--- src/rtl/im_loader_pkg.sv ---
// Shared definitions for the instruction-memory loader and its paired memory.
package im_loader_pkg;

  localparam int unsigned IM_MEM_BYTES = 64;
  localparam int unsigned IM_ADDR_W    = 16;

  typedef enum logic [1:0] {
    ST_IDLE = 2'd0,
    ST_LOAD = 2'd1,
    ST_FILL = 2'd2,
    ST_DONE = 2'd3
  } state_t;

endpackage

--- src/rtl/im_loader_if.sv ---
// Host-side byte stream, control/status and memory byte-write port of the loader.
interface im_loader_if #(
  parameter int unsigned ADDR_W = im_loader_pkg::IM_ADDR_W
);

  logic              start;
  logic [ADDR_W-1:0] load_len;
  logic [7:0]        byte_in;
  logic              byte_valid;
  logic              byte_ready;
  logic              wr_en;
  logic [ADDR_W-1:0] wr_addr;
  logic [7:0]        wr_data;
  logic              busy;
  logic              done;
  logic              cpu_hold;
  logic              err_len;

  modport master (
    output start, load_len, byte_in, byte_valid,
    input  byte_ready, wr_en, wr_addr, wr_data, busy, done, cpu_hold, err_len
  );

  modport slave (
    input  start, load_len, byte_in, byte_valid,
    output byte_ready, wr_en, wr_addr, wr_data, busy, done, cpu_hold, err_len
  );

endinterface

--- src/rtl/im_loader.sv ---
// Streams a program into instruction memory from address 0, zero-fills the
// remainder, then releases the CPU from hold.
module im_loader
  import im_loader_pkg::*;
#(
  parameter int unsigned MEM_BYTES = IM_MEM_BYTES,
  parameter int unsigned ADDR_W    = IM_ADDR_W
) (
  input  logic       clk,
  input  logic       rst,
  im_loader_if.slave bus
);

  state_t            state;
  logic [ADDR_W-1:0] ptr;
  logic [ADDR_W-1:0] remaining;
  logic              len_over;
  logic [ADDR_W-1:0] len_clip;

  assign len_over       = 32'(bus.load_len) > MEM_BYTES;
  assign len_clip       = len_over ? ADDR_W'(MEM_BYTES) : bus.load_len;
  assign bus.byte_ready = (state == ST_LOAD);

  // Single FSM; write port and status flags are registered alongside the state.
  always_ff @(posedge clk or posedge rst) begin
    if (rst) begin
      state        <= ST_IDLE;
      ptr          <= '0;
      remaining    <= '0;
      bus.wr_en    <= 1'b0;
      bus.wr_addr  <= '0;
      bus.wr_data  <= 8'h00;
      bus.busy     <= 1'b0;
      bus.done     <= 1'b0;
      bus.cpu_hold <= 1'b1;
      bus.err_len  <= 1'b0;
    end else begin
      bus.wr_en <= 1'b0;
      case (state)
        ST_IDLE, ST_DONE: begin
          if (bus.start) begin
            ptr          <= '0;
            remaining    <= len_clip;
            bus.err_len  <= len_over;
            bus.busy     <= 1'b1;
            bus.done     <= 1'b0;
            bus.cpu_hold <= 1'b1;
            state        <= (len_clip != '0) ? ST_LOAD : ST_FILL;
          end
        end
        ST_LOAD: begin
          if (bus.byte_valid && bus.byte_ready) begin
            bus.wr_en   <= 1'b1;
            bus.wr_addr <= ptr;
            bus.wr_data <= bus.byte_in;
            ptr         <= ptr + ADDR_W'(1);
            remaining   <= remaining - ADDR_W'(1);
            if (remaining == ADDR_W'(1)) state <= ST_FILL;
          end
        end
        ST_FILL: begin
          // A full-length load arrives here with ptr already at the end.
          if (ptr == ADDR_W'(MEM_BYTES)) begin
            state        <= ST_DONE;
            bus.busy     <= 1'b0;
            bus.done     <= 1'b1;
            bus.cpu_hold <= 1'b0;
          end else begin
            bus.wr_en   <= 1'b1;
            bus.wr_addr <= ptr;
            bus.wr_data <= 8'h00;
            ptr         <= ptr + ADDR_W'(1);
            if (ptr == ADDR_W'(MEM_BYTES - 1)) begin
              state        <= ST_DONE;
              bus.busy     <= 1'b0;
              bus.done     <= 1'b1;
              bus.cpu_hold <= 1'b0;
            end
          end
        end
        default: state <= ST_IDLE;
      endcase
    end
  end

endmodule
--- src/flat_wrapper.sv ---
// flat-port wrapper written by rule: the top's interface ports become plain ports
module im_loader_flat import im_loader_pkg::*;
#(
  parameter int unsigned MEM_BYTES = IM_MEM_BYTES,
  parameter int unsigned ADDR_W    = IM_ADDR_W
)
  (clk, rst, bus_start, bus_load_len, bus_byte_in, bus_byte_valid, bus_byte_ready, bus_wr_en, bus_wr_addr, bus_wr_data, bus_busy, bus_done, bus_cpu_hold, bus_err_len);
  im_loader_if #(.ADDR_W(ADDR_W)) bus_i ();
  input  logic clk;
  input  logic rst;
  input wire logic [$bits(bus_i.start)-1:0] bus_start;
  input wire logic [$bits(bus_i.load_len)-1:0] bus_load_len;
  input wire logic [$bits(bus_i.byte_in)-1:0] bus_byte_in;
  input wire logic [$bits(bus_i.byte_valid)-1:0] bus_byte_valid;
  output wire logic [$bits(bus_i.byte_ready)-1:0] bus_byte_ready;
  output wire logic [$bits(bus_i.wr_en)-1:0] bus_wr_en;
  output wire logic [$bits(bus_i.wr_addr)-1:0] bus_wr_addr;
  output wire logic [$bits(bus_i.wr_data)-1:0] bus_wr_data;
  output wire logic [$bits(bus_i.busy)-1:0] bus_busy;
  output wire logic [$bits(bus_i.done)-1:0] bus_done;
  output wire logic [$bits(bus_i.cpu_hold)-1:0] bus_cpu_hold;
  output wire logic [$bits(bus_i.err_len)-1:0] bus_err_len;
  assign bus_i.start = bus_start;
  assign bus_i.load_len = bus_load_len;
  assign bus_i.byte_in = bus_byte_in;
  assign bus_i.byte_valid = bus_byte_valid;
  assign bus_byte_ready = bus_i.byte_ready;
  assign bus_wr_en = bus_i.wr_en;
  assign bus_wr_addr = bus_i.wr_addr;
  assign bus_wr_data = bus_i.wr_data;
  assign bus_busy = bus_i.busy;
  assign bus_done = bus_i.done;
  assign bus_cpu_hold = bus_i.cpu_hold;
  assign bus_err_len = bus_i.err_len;
  im_loader #(.MEM_BYTES(MEM_BYTES), .ADDR_W(ADDR_W)) u_core (.clk(clk), .rst(rst), .bus(bus_i));
endmodule
--- config.mk ---
export PLATFORM = sky130hd
export DESIGN_NAME = im_loader_flat
export DESIGN_NICKNAME = d
export VERILOG_FILES = /design/src/rtl/im_loader_pkg.sv /design/src/rtl/im_loader_if.sv /design/src/rtl/im_loader.sv /design/src/flat_wrapper.sv
export SDC_FILE = /design/constraint.sdc
export NUM_CORES = 1
export LEC_CHECK = 0
export ABC_AREA = 1
export CAP_MARGIN = 5
export CELL_PAD_IN_SITES_DETAIL_PLACEMENT = 1
export CELL_PAD_IN_SITES_GLOBAL_PLACEMENT = 1
export CORE_MARGIN = 2
export CORE_UTILIZATION = 34
export CTS_CLUSTER_DIAMETER = 200
export DETAILED_ROUTE_END_ITERATION = 10
export DONT_BUFFER_PORTS = 1
export PLACE_DENSITY = 0.57
export SLEW_MARGIN = 20
export SYNTH_ARGS = -nofsm -noshare
export SYNTH_HDL_FRONTEND = slang
export SYNTH_SLANG_ARGS = --single-unit
--- constraint.sdc ---
create_clock -name clk -period 3.3 [get_ports clk]
set_input_delay 0.33 -clock clk [delete_from_list [all_inputs] [get_ports clk]]
set_output_delay 0.33 -clock clk [all_outputs]
set_load 0.005 [all_outputs]
==> flow_results.org, run 1 <==
** Power and ir drop
- For this design the total switching power over the nets is 1.60 mW.
- IR analysis of the VDD net gives a maximum drop of 353 uV.
- Internal power component :: 1.77 mW
- Power comes to 3.36 mW.
- Net switching is 47.4% of the power.
- Clock power frac :: 19.9%
- Power spread over the standard cell area amounts to 876 nW/um^2.
- Sequential cells account for 33.8% of the total power.
- Total leakage power :: 1.79 nW
- In this run, the combinational gates consume 46.3% of the power.

** CTS
- CTS sink count :: 63
- In this run the post-CTS setup repair buffer count came out at 0.
- The longest clock path from root to sink contains 2 buffers.
- Clock latency at the later pin of the worst-skew pair :: 350 ps
- TritonCTS built the clock tree.
- Buffer cell driving the clock tree root :: sky130_fd_sc_hd__clkbuf_8
- CTS HTree Levels :: 3
- Counting the buffers created by CTS gives 9.
- Clock-pin slew of the registers on the worst-case setup and hold paths :: 80 ps

** Final layout
- Final cell utilization of the core :: 37.7%
- Share of post-route cells with drive strength above 1 :: 10.0%
- Compared with the post-synthesis result, the final layout area differs by 8.87%.
- The finished layout holds 604 standard cells, fillers aside.
- The filler cells instantiated in the layout total 1270.
- Nets :: 498
- 0 antenna diodes ended up in the layout.

** Flow run
- # Max-Cap Violations :: 0

** Timing
- In the finished design, the share of the clock period the worst path needs comes to 73.4%.
- Finish-stage setup viols :: 0
- Worst Clk Skew :: 9.26 ps
- Slew margin rel. :: 47.2%
- Unrepaired setup endpoints after global routing :: false
- For the pin with the worst max-slew slack, the measured transition is 784 ps.
- Final max-slew violation count :: 0
- Worst Hold Margin :: 120 ps
- Final hold violation count :: 0
- After layout, the minimum clock period comes to 2420 ps.
- In the final timing run, aggregate negative setup slack is 0 ps.
- Max Clock Freq :: 413 MHz

** Die
- For this design the top-level I/O count stands at 58.
- The die covers 11200 sq um.
- The die is 106 um tall.
- Width of the chip :: 106 um
- Core Rows :: 37
- For this configuration, the core starts out at a cell density of 34.6%.
- In this run the standard cell core region covers 10200 sq um.

** Synthesis
- In the synthesized netlist the async set-or-reset flop fraction comes to 100%.
- Summing the areas of all and, or, nand and nor instances in the mapped netlist gives 30.9% of the synthesized area.
- Synthesis-stage register bit count :: 63
- Post-synthesis xor/xnor area fraction :: 1.24%
- By area the synthesized netlist is led by sky130_fd_sc_hd__dfrtp_1, sky130_fd_sc_hd__nand2_1, sky130_fd_sc_hd__nand3_1, sky130_fd_sc_hd__o21ai_0, sky130_fd_sc_hd__inv_1.
- Count of unique library cells instantiated by Yosys :: 36
- Largest area contributor in the synthesized netlist :: sky130_fd_sc_hd__dfrtp_1
- Area fraction in compound gates after synthesis :: 12.2%
- Area share of the largest cell type after synthesis :: 44.0%
- Synthesis warning total :: 0
- Counting instances in the post-synthesis netlist gives the leading cell types as sky130_fd_sc_hd__nand2_1, sky130_fd_sc_hd__dfrtp_1, sky130_fd_sc_hd__inv_1, sky130_fd_sc_hd__nand3_1.
- Post-synth top flop :: sky130_fd_sc_hd__dfrtp_1
- Multiplexer fraction of the synthesized cell area :: 0%
- Synthesis handed over a netlist of 459 instances.
- sky130_fd_sc_hd__nand2_1 is the most common cell in the netlist.
- Post-synthesis cell area :: 3530 sq um
- For this run, the register share of the synthesized area comes to 44.7%.
- Post-Synthesis Mean Instance Area :: 7.68 sq um
- The synthesized design contains 0 enable-type register cells.
- Number of nets produced by synthesis :: 494
- Dominant combinational cell family by area after synthesis :: simple AND/OR/NAND/NOR gates
- After Yosys synthesis, full adders, half adders and majority gates account for 2.48% of the synthesized area.

** GRT
- Entering global routing, the biggest net connects 50 pins.
- Across every metal layer, demand over resource in global routing totals 17.7%.
- Number of antenna violations at the first check in global routing :: 0
- The first global-routing pass estimated 15600 um of wire.
- Global routing finished with a remaining overflow of 0.
- The via count of the first global-routing pass came to 3194.

** Routing
- First-iteration detailed-routing DRC count :: 69
- Drt first pass iters :: 4
- Count of vias placed by the detailed router :: 3042
- Drt wl/cell :: 14.9 um
- Using the TritonRoute via totals, the vias-per-cell ratio works out to 5.04.
- Once detail routing completed, the nets flagged for antenna violations numbered 0.
- In the routed design, unresolved DRC markers number 0.
- Summed over all layers, the routed wires come to 9000 um.

** Place
- Final estimated routing congestion in global placement :: 0.765
- Once placement completed, the tool counted placed cells totaling 587.
- Summed over all nets, the half-perimeter wirelength after detailed placement is 6770 um.
- Buffers placed on the I/O ports in this run total 0.

** Setup path
- The setup check on the worst reg-to-reg path leaves a slack of 880 ps.
- WS Path Type :: flop to flop
- STA classifies the critical path startpoint as a flop.
- The worst setup path is captured at a flop.
- Max Fanout on Critical Path :: 15
- For the worst setup path, the data arrival time is 2680 ps.
- At the worst endpoint, the required time is 3560 ps.

** Worst hold path
- The path class of the tightest hold or removal check is primary input to flop.

** Run status
- The run finished with clean final reports.
-- layout make-up --
class / count / area, sq um / area share, %
Timing Repair Buffer: 4 / 32.5 / 0.847
Inverter: 58 / 218 / 5.67
Clock buffer: 11 / 131 / 3.42
Multi-Input combinational cell: 327 / 1650 / 43.0
Tap cell: 136 / 170 / 4.43
Sequential cell: 63 / 1580 / 41.1
Clock inverter: 5 / 58.8 / 1.53
-- cell usage in the layout, fill, tap and decap left out, types with 2 or more instances in the layout --
cell type,n
sky130_fd_sc_hd__o21ai_2,5
sky130_fd_sc_hd__nor2_1,40
sky130_fd_sc_hd__clkbuf_1,2
sky130_fd_sc_hd__o21ai_0,40
sky130_fd_sc_hd__ha_1,7
sky130_fd_sc_hd__nor2_2,3
sky130_fd_sc_hd__nand3_1,44
sky130_fd_sc_hd__inv_1,49
sky130_fd_sc_hd__nor3_1,6
sky130_fd_sc_hd__o211ai_1,3
sky130_fd_sc_hd__nand4_1,17
sky130_fd_sc_hd__o21ai_1,16
sky130_fd_sc_hd__dfrtp_1,62
sky130_fd_sc_hd__nand3_2,2
sky130_fd_sc_hd__clkbuf_8,9
sky130_fd_sc_hd__buf_4,3
sky130_fd_sc_hd__clkinvlp_4,2
sky130_fd_sc_hd__xor2_1,4
sky130_fd_sc_hd__a21oi_1,11
sky130_fd_sc_hd__nand2_1,112
sky130_fd_sc_hd__inv_2,8
sky130_fd_sc_hd__nand3b_1,2
sky130_fd_sc_hd__nand2_4,5
-- sequential cells by signal (all words and copies together) (netlist names), 2 cells and up --
name / cells
u_core.ptr: 16
u_core.remaining: 16
u_core.bus.wr_data: 8
u_core.state: 2
u_core.bus.wr_addr: 16
-- kinds of logic (layout without fill, tap and decap cells) --
| logic type | count (synthesis) | in the layout |
|---|---|---|
| and+or+nand+nor | 236 | 236 |
| AOI/OAI and AO/OA | 79 | 79 |
| buffers and inverters | 69 | 78 |
| DFF | 63 | 63 |
| adders and majority gates | 7 | 7 |
| xor gates and xnor gates | 5 | 5 |
-- path summary, 6_finish.rpt --
path,end,cells past startpoint,start
max in group asynchronous,u_core.bus.wr_addr[14],3,rst
max reg2reg,u_core.remaining[6],8,u_core.state[1]
min,u_core.bus.wr_data[4],2,bus_byte_in[4]
min in group asynchronous,u_core.bus.wr_data[1],2,rst
min reg2reg,u_core.bus.cpu_hold,2,u_core.bus.cpu_hold
max,u_core.remaining[6],8,u_core.state[1]
-- layer usage --
metal  GRT usage [%]  share of wire [%]
met1            21.2                 45
met2            30.9                 51
met3            4.82                3.5
met4            5.08               0.96
met5               0                  0
-- through the flow --
step	area [sq um]	worst slack [ps]
4_1_cts	3840	843
2_1_floorplan	3530	1400
5_1_grt	3840	641
3_5_place_dp	3640	866
6_report	3840	879
3_3_place_gp	3640	977
-- critical path: stages, from the launching register on --
cell,delay (ps)
sky130_fd_sc_hd__dfrtp_1,400
sky130_fd_sc_hd__inv_1,80
sky130_fd_sc_hd__ha_1,580
sky130_fd_sc_hd__inv_2,200
sky130_fd_sc_hd__a21oi_2,570
sky130_fd_sc_hd__nand2_1,240
sky130_fd_sc_hd__inv_1,120
sky130_fd_sc_hd__nand2_1,60
sky130_fd_sc_hd__o211ai_1,80
-- power by group through the flow --
stage | Combinational, mW | Sequential (mW) | Clock (mW)
2_1_floorplan | 1.33 | 1.11 | 0
3_3_place_gp | 1.56 | 1.15 | 0
3_5_place_dp | 1.59 | 1.15 | 0
4_1_cts | 1.60 | 1.14 | 0.699
5_1_grt | 1.81 | 1.17 | 0.724
6_report | 1.56 | 1.14 | 0.671
-- what timing repair did --
item / 4_1_cts / 5_1_grt
endpoints found under the setup margin: 0 / 0
endpoints found under the hold margin: 24 / 0
resized for setup: 0 / 0
hold buffers: 1 / 0
Note: power is estimated with default switching activity, not from simulation.
==> run 2, diff against run 1 <==
--- a/config.mk
+++ b/config.mk
@@ -14,7 +14,7 @@
 export CTS_CLUSTER_DIAMETER = 200
 export DETAILED_ROUTE_END_ITERATION = 10
 export DONT_BUFFER_PORTS = 1
-export PLACE_DENSITY = 0.57
+export PLACE_DENSITY = 0.6
 export SLEW_MARGIN = 20
 export SYNTH_ARGS = -nofsm -noshare
 export SYNTH_HDL_FRONTEND = slang
==> constraint.sdc (replaced) <==
create_clock -name clk -period 2 [get_ports clk]
set_input_delay 0.2 -clock clk [delete_from_list [all_inputs] [get_ports clk]]
set_output_delay 0.2 -clock clk [all_outputs]
set_load 0.005 [all_outputs]
==> run 2 against run 1 <==
- utilization up 1.2 points
- fmax up 34%
- sequential power up 65%
- register-to-register slack worse by 680 ps
- final cell count up 1.8%
- critical path type unchanged
- critical endpoint unchanged
- largest power group unchanged
==> flow_results.org, run 2 (synthesis gave the netlist of run 1 again) <==
** Timing
- The fmax is 554 MHz (+34%).
- Tightest Pin Transition :: 556 ps (-228 ps)
- The number of hold violations in the final report was 0 (unchanged).
- Final Critical Period :: 1810 ps (-616 ps)
- The clock skew after layout came to 11.6 ps (+2.34 ps).
- Setup repair after global routing left no endpoint under its margin.
- The slack of the critical path is 195 ps (-684 ps).
- The worst slew margin relative to its limit came to 62.9% (+16 points).
- Final Cycle Share :: 90.3% (+17 points)
- Finish-stage setup viols :: 0 (unchanged)
- The number of max-slew violations in the final report came to 0 (unchanged).
- The final-layout setup total negative slack is 0 ps (unchanged).

** Setup path
- The critical path starts at u_core.state[0].
- The length in cells of the worst reg-to-reg path came to 10 (+2).
- The worst endpoint data arrival time is 2070 ps (-610 ps).
- Buffers & Inverters on Critical Path :: 3 (unchanged)
- The biggest cell delay along the critical path is 400 ps (-180 ps).
- Library cell appearing most often on the critical path :: sky130_fd_sc_hd__nand2_1
- The startpoint identified for the worst register-to-register timing path is u_core.state[0].
- The setup path with the least slack is of type flop to flop.
- The worst setup path is captured at a flop.
- Launching element type of the critical path :: flop
- Among all stages on the critical path, the largest delay is contributed by sky130_fd_sc_hd__dfrtp_1.
- Max Fanout on Critical Path :: 21 (+6)
- Among cell families on the critical path, the largest total delay comes from flip-flops.
- Number of gates on the worst path with buffers counted :: 10 (+2)
- Crit path required time :: 2270 ps (-1290 ps)
- The critical path goes through inv_1 > ha_1 > nand2_1 > nand2_1 > a21oi_2 > buf_12 > nand2_1 > inv_1 > nand2_1 > o211ai_1.

** Routing
- The final routed wire length divided by cell count came to 14.9 um (+0.21%).
- The post-route DRC violation count came to 0 (unchanged).
- Residual antenna-violating net count after detailed routing :: 0 (unchanged)
- The final wirelength is 9180 um (+2.0%).
- Vias per Instance :: 5.05 (+0.18%)
- Drt first pass iters :: 5 (+1)
- The total number of vias is 3103 (+2.0%).
- First-iteration detailed-routing DRC count :: 100 (+45%)

** Die
- The y dimension of the die was 106 um (unchanged).
- The total die area came to 11200 sq um (unchanged).
- Width of the chip :: 106 um (unchanged)
- Initial cell density of the core :: 34.6% (unchanged)
- The I/O pin count is 58 (unchanged).
- The number of placement rows is 37 (unchanged).
- Core area :: 10200 sq um (unchanged)

** CTS
- The tree is rooted in a sky130_fd_sc_hd__clkbuf_8.
- Total setup buffers inserted after CTS :: 0 (unchanged)
- The clock tree buffer depth was 2 (unchanged).
- CTS HTree Levels :: 3 (unchanged)
- The number of buffers added by the clock tree synthesis step was 9 (unchanged).
- CTS sink count :: 63 (unchanged)
- Clock-pin slew of the registers on the worst-case setup and hold paths :: 70 ps (about the same)
- Clock latency at the later pin of the worst-skew pair :: 350 ps (about the same)
- TritonCTS built the clock tree.

** Final layout
- Most common library cell in the layout ignoring fill and taps :: sky130_fd_sc_hd__nand2_1
- Nets :: 509 (+2.2%)
- The final design instance area without fill is 3970 sq um (+3.3%).
- Commonest cells after routing, fill and taps aside :: sky130_fd_sc_hd__nand2_1, sky130_fd_sc_hd__dfrtp_1, sky130_fd_sc_hd__inv_1, sky130_fd_sc_hd__nand3_1, sky130_fd_sc_hd__nor2_1
- Compared with the post-synthesis result, the final layout area differs by 12.5%.
- Share of post-route cells with drive strength above 1 :: 10.6% (+0.60 points)
- The number of antenna repair diodes was 0 (unchanged).
- Biggest registers after layout :: u_core.bus.wr_addr (16), u_core.ptr (16), u_core.remaining (16)

** Worst hold path
- Class of the tightest hold or removal check :: primary input to flop
- The startpoint identified for the worst hold timing path is bus_byte_in[0].
- The number of cells on the worst hold path is 2 (unchanged).

** Flow run
- # Max-Cap Violations :: 0 (unchanged)

** Power and ir drop
- Internal power component :: 3.03 mW (+71%)
- Switching portion of total power :: 47.0% (-0.46 points)
- Share of total power in combinational logic :: 49.0% (+2.7 points)
- The ratio of total power to cell area is 1440 nW/um^2 (+65%).
- The leakage power was 1.86 nW (+3.5%).
- The reported net switching power was 2.68 mW (+68%).
- Largest vdd supply drop :: 613 uV (+74%)
- The portion of total power attributed to the clock network was 18.1% (-1.8 points).
- The sequential cell fraction of total power is 32.9% (-0.9 points).

** GRT
- The largest net degree at the start of global routing came to 50 (unchanged).
- The overall overflow remaining after global route was 0 (unchanged).
- The first-pass GRT wire length is 15900 um (+2.3%).
- The initial antenna violation count came to 0 (unchanged).
- The global-route total usage across every layer came to 17.9% (+0.24 points).
- The via count of the first global-routing pass came to 3233 (+1.2%).

** Place
- The final weighted congestion in routability-driven placement came to 0.843 (+10%).
- The worst slack after detailed placement was 69.9 ps (-796 ps).
- Instance area at placement :: 3710 sq um (+1.9%)
- Total half-perimeter wirelength after legalization and detailed placement :: 6850 um (+1.2%)
- The number of port buffers was 0 (unchanged).

** Run status
- The run finished with clean final reports.
run 2: timing repair:
| action | in CTS | in global routing |
|---|---|---|
| hold buffers | 8 | 0 |
| setup endpoints to repair | 0 | 12 |
| endpoints found under the hold margin | 29 | 0 |
| resized for setup | 0 | 3 |
run 2: path summary, 6_finish.rpt:
path | to | slack, ps
max in group asynchronous | u_core.ptr[7] | 1040
max reg2reg | u_core.remaining[6] | 190
min | u_core.bus.wr_data[0] | 8
min in group asynchronous | u_core.bus.done | 360
min reg2reg | u_core.bus.cpu_hold | 470
max | u_core.remaining[6] | 190
run 2: cell type report:
type / instances / area, sq um
fillers: 1269 / 6220
multi-input cells: 327 / 1650
flip-flops and latches: 63 / 1580
inverters: 58 / 220
repair buffers: 15 / 170
well taps: 136 / 170
clock buffers: 13 / 159
clock inverters: 3 / 17.5
run 2: metrics by stage:
step	hold WS, ps	instances	power (mW)	utilization [%]
floorplan	344	459	4.03	-
global placement	179	591	4.68	36.4
detailed placement	174	591	4.73	36.4
CTS	0.930	615	5.80	38.9
global route	8.36	615	6.28	38.9
finish	7.66	615	5.72	38.9
run 2: power groups by stage:
stage | clock (mW) | sequential (mW) | combinational [mW]
after floorplan | 0 | 1.84 | 2.19
after global placement | 0 | 1.90 | 2.78
after detailed placement | 0 | 1.91 | 2.83
after CTS | 1.07 | 1.89 | 2.85
after global routing | 1.13 | 1.93 | 3.22
final | 1.04 | 1.88 | 2.80
run 2: layer usage:
metal / GRT usage [%] / share of wire [%]
met5: 0 / 0
met4: 7.89 / 2.2
met3: 3.28 / 3.9
met2: 29.4 / 48
met1: 23.0 / 46
==> run 3, diff against run 2 <==
--- a/config.mk
+++ b/config.mk
@@ -5,7 +5,6 @@
 export SDC_FILE = /design/constraint.sdc
 export NUM_CORES = 1
 export LEC_CHECK = 0
-export ABC_AREA = 1
 export CAP_MARGIN = 5
 export CELL_PAD_IN_SITES_DETAIL_PLACEMENT = 1
 export CELL_PAD_IN_SITES_GLOBAL_PLACEMENT = 1
@@ -14,7 +13,7 @@
 export CTS_CLUSTER_DIAMETER = 200
 export DETAILED_ROUTE_END_ITERATION = 10
 export DONT_BUFFER_PORTS = 1
-export PLACE_DENSITY = 0.6
+export PLACE_DENSITY = 0.57
 export SLEW_MARGIN = 20
 export SYNTH_ARGS = -nofsm -noshare
 export SYNTH_HDL_FRONTEND = slang
==> run 3 against run 2 <==
- the flow now finishes with violations (negative setup slack)
- critical path depth shrank 3
- fmax shrank 21%
- die area shrank 8.0%
- worst setup slack lost 480 ps
- final cell count shrank 10%
- first-iteration DRC count shrank 8.0%
- combinational power grew 48%
- design area grew 9.2%
- via count shrank 6.0%
- largest cell class unchanged
==> flow_results.org, run 3 <==
** Run status
- Run status :: finished, violations left
- Violations in the final reports :: negative setup slack

** Synthesis
- Post-synth top flop :: sky130_fd_sc_hd__dfrtp_1
- Synthesis warning total :: 0 (unchanged)
- The number of enable-type register cells in the synthesized netlist came to 0 (unchanged).
- Number of nets produced by synthesis :: 378 (-23%)
- Post-Synthesis Mean Instance Area :: 9.43 sq um (+23%)
- Part of the Yosys area used for sequential elements :: 48.8% (+4.0 points)
- sky130_fd_sc_hd__dfrtp_1 takes more of the synthesized area than any other cell.
- Area share of the largest cell type after synthesis :: 48.0% (+4.0 points)
- The number of distinct library cells after synthesis was 51 (+42%).
- The number of instances in the synthesized netlist came to 343 (-25%).
- Among all cell types in the netlist, the one instantiated most often is sky130_fd_sc_hd__dfrtp_1.
- The post-synthesis sequential element count is 63 (unchanged).
- Post-synthesis cell area :: 3230 sq um (-8.3%)
- Ranked by total cell area, the synthesized netlist is headed by sky130_fd_sc_hd__dfrtp_1, sky130_fd_sc_hd__nand2_1, sky130_fd_sc_hd__o21ai_0, sky130_fd_sc_hd__nand3_1, sky130_fd_sc_hd__a21oi_1.
- The share of async-settable or async-resettable flops after synthesis is 100% (unchanged).
- Most frequent cells after synthesis :: sky130_fd_sc_hd__dfrtp_1, sky130_fd_sc_hd__nand2_1, sky130_fd_sc_hd__o21ai_0, sky130_fd_sc_hd__nand3_1, sky130_fd_sc_hd__nor2_1

** Final layout
- The net count of the finished layout came to 453 (-11%).
- The share of cells above drive strength 1 was 29.1% (+18 points).
- From synthesis to final layout, the design area changed by 34.0%.
- The number of antenna repair diodes came to 0 (unchanged).
- Fillers :: 1048 (-17%)
- Most common library cell in the layout ignoring fill and taps :: sky130_fd_sc_hd__buf_4
- Biggest registers after layout :: u_core.bus.wr_addr (16), u_core.ptr (16), u_core.remaining (16)
- Final cell utilization of the core :: 46.9% (+7.9 points)
- The top cell types in the final layout, fill and taps aside, are sky130_fd_sc_hd__buf_4, sky130_fd_sc_hd__dfrtp_1, sky130_fd_sc_hd__nand2_1, sky130_fd_sc_hd__o21ai_0, sky130_fd_sc_hd__nand3_1.

** GRT
- GRT Util Overall :: 19.2% (+1.3 points)
- Pin count of the biggest net entering global routing :: 26 (-48%)
- The initial antenna violation count is 0 (unchanged).
- The via count of the first global-routing pass is 3041 (-5.9%).
- The first-pass GRT wire length came to 15300 um (-3.7%).
- Overflow left after global routing :: 0 (unchanged)

** Place
- The number of port buffers is 0 (unchanged).
- The HPWL reported at the end of detailed placement is 6900 um (+0.73%).
- Final estimated routing congestion in global placement :: 0.788 (-6.5%)

** Setup path
- Launching element type of the critical path :: flop
- The worst setup path is captured at a flop.
- WS Path Type :: flop to flop
- The data required time at the worst endpoint was 2230 ps (-40 ps).
- The highest net fanout along the worst path came to 11 (-48%).
- The worst endpoint data arrival time was 2520 ps (+450 ps).

** Die
- Width of the chip :: 102 um (-4.1%)
- The total die area was 10300 sq um (-8.0%).
- Core Rows :: 35 (-5.4%)
- The I/O pin count came to 58 (unchanged).
- Chip height :: 102 um (-4.1%)
- Initial cell density of the core :: 35.0% (+0.37 points)
- The placeable core area came to 9240 sq um (-9.3%).

** Power and ir drop
- The power consumption was 7.19 mW (+26%).
- Total leakage power :: 1.96 nW (+5.7%)
- The peak supply drop was 608 uV (-0.74%).
- The ratio of total power to cell area is 1660 nW/um^2 (+15%).

** Timing
- The ratio of final minimum period to clock period is 114% (+24 points).
- Setup repair after global routing could not meet its margin everywhere.
- Max Clock Freq :: 438 MHz (-21%)
- The slack of the critical path was -284 ps (-479 ps).
- The tightest hold margin came to 5.82 ps (-1.84 ps).
- Final max-slew violation count :: 0 (unchanged)
- Final Critical Period :: 2280 ps (+479 ps)
- Finish-stage setup viols :: 36 (+36)
- Slew margin rel. :: 64.4% (+1.5 points)
- The pin slew with the least headroom to its limit is 531 ps (-24.6 ps).
- Worst Clk Skew :: 5.80 ps (-5.80 ps)
- The number of hold violations in the final report came to 0 (unchanged).

** Routing
- The number of design-rule violations left by the first detailed-router iteration came to 92 (-8.0%).
- Residual antenna-violating net count after detailed routing :: 0 (unchanged)
- Count of vias placed by the detailed router :: 2918 (-6.0%)
- The number of vias per cell after detailed routing came to 5.29 (+4.8%).
- The post-route DRC violation count was 0 (unchanged).
- Drt first pass iters :: 4 (-1)
- The final wirelength was 9420 um (+2.6%).
- Drt wl/cell :: 17.1 um (+14%)

** CTS
- The sink count of the clock tree was 63 (unchanged).
- CTS tree :: done
- The number of buffers added by the clock tree synthesis step was 9 (unchanged).
- The clock tree buffer depth is 2 (unchanged).
- Clock latency at the later pin of the worst-skew pair :: 350 ps (about the same)
- In this run the clock root is driven by a sky130_fd_sc_hd__clkbuf_8.
- The clock-pin slew on the worst setup and hold paths came to 70 ps (about the same).
- The total number of H-tree levels was 3 (unchanged).

** Worst hold path
- The worst hold path belongs to the class primary input to flop.

** Flow run
- # Max-Cap Violations :: 0 (unchanged)
==> run 3: kinds of logic after synthesis <==
| family | synth area share [%] |
|---|---|
| AO/OA/AOI/OAI | 17.3 |
| XOR/XNOR | 1.62 |
| adder cells (fa/ha/maj) | 2.71 |
| buffers and inverters | 4.26 |
| flip-flops | 48.8 |
| multiplexers | 4.80 |
| AND/OR/NAND/NOR | 20.5 |
==> run 3: report_power, final <==
part	switching, mW	internal (mW)	leakage [nW]
registers	0.255	1.61	0.831
clock network	0.518	0.675	0.109
logic	2.17	1.96	1.02
total	2.95	4.25	1.96
==> run 3: per-layer routing <==
| metal | track usage (%) | vias to the layer above | part of all wire [%] |
|---|---|---|---|
| li1 | - | 1393 | - |
| met1 | 23.7 | 1468 | 44 |
| met2 | 33.4 | 49 | 52 |
| met3 | 4.35 | 8 | 2.7 |
| met4 | 6.03 | 0 | 1.1 |
| met5 | 0 | - | 0 |
==> run 3: per-stage QoR <==
stage,cells,instance area [sq um],TNS (ps),worst slack (ps)
after floorplan,343,3260,-8150,-366
after global placement,520,3840,-7030,-299
after detailed placement,520,3840,-8750,-346
after CTS,546,4210,-8040,-300
after global routing,552,4330,-10780,-378
final,552,4330,-7790,-284
==> run 3: layout make-up <==
type | instances | area, sq um | share of cell area, %
Inverter | 17 | 63.8 | 1.47
Timing Repair Buffer | 79 | 663 | 15.3
Tap cell | 129 | 161 | 3.73
Clock buffer | 13 | 169 | 3.90
Clock inverter | 3 | 40.0 | 0.924
Multi-Input combinational cell | 248 | 1660 | 38.3
Sequential cell | 63 | 1580 | 36.4
==> run 3: path summary, 6_finish.rpt <==
| check | end | cells after the start | slack [ps] | startpoint |
|---|---|---|---|---|
| setup reg to reg | u_core.ptr[3] | 7 | -280 | u_core.ptr[10] |
| max in group asynchronous | u_core.ptr[0] | 3 | 1020 | rst |
| setup / recovery | u_core.ptr[3] | 7 | -280 | u_core.ptr[10] |
| hold reg to reg | u_core.bus.wr_addr[1] | 2 | 500 | u_core.bus.wr_addr[1] |
| hold / removal | u_core.bus.wr_data[3] | 2 | 6 | bus_byte_in[3] |
| min in group asynchronous | u_core.remaining[11] | 2 | 350 | rst |
==> run 3: worst max-delay path: stages (launching register included) <==
cell and delay (ps):
sky130_fd_sc_hd__dfrtp_1 400, sky130_fd_sc_hd__or4_4 550, sky130_fd_sc_hd__or4_4 450, sky130_fd_sc_hd__o31ai_4 270
sky130_fd_sc_hd__buf_6 200, sky130_fd_sc_hd__buf_12 140, sky130_fd_sc_hd__buf_12 110, sky130_fd_sc_hd__o31ai_1 50
==> run 3: what timing repair did <==
item / 4_1_cts / 5_1_grt
gates resized for setup: 17 / 16
hold endpoints to repair: 29 / 0
setup endpoints to repair: 48 / 49
gates cloned: 0 / 0
buffers inserted: 0 / 6
pin swaps: 1 / 4
hold buffers: 10 / 0
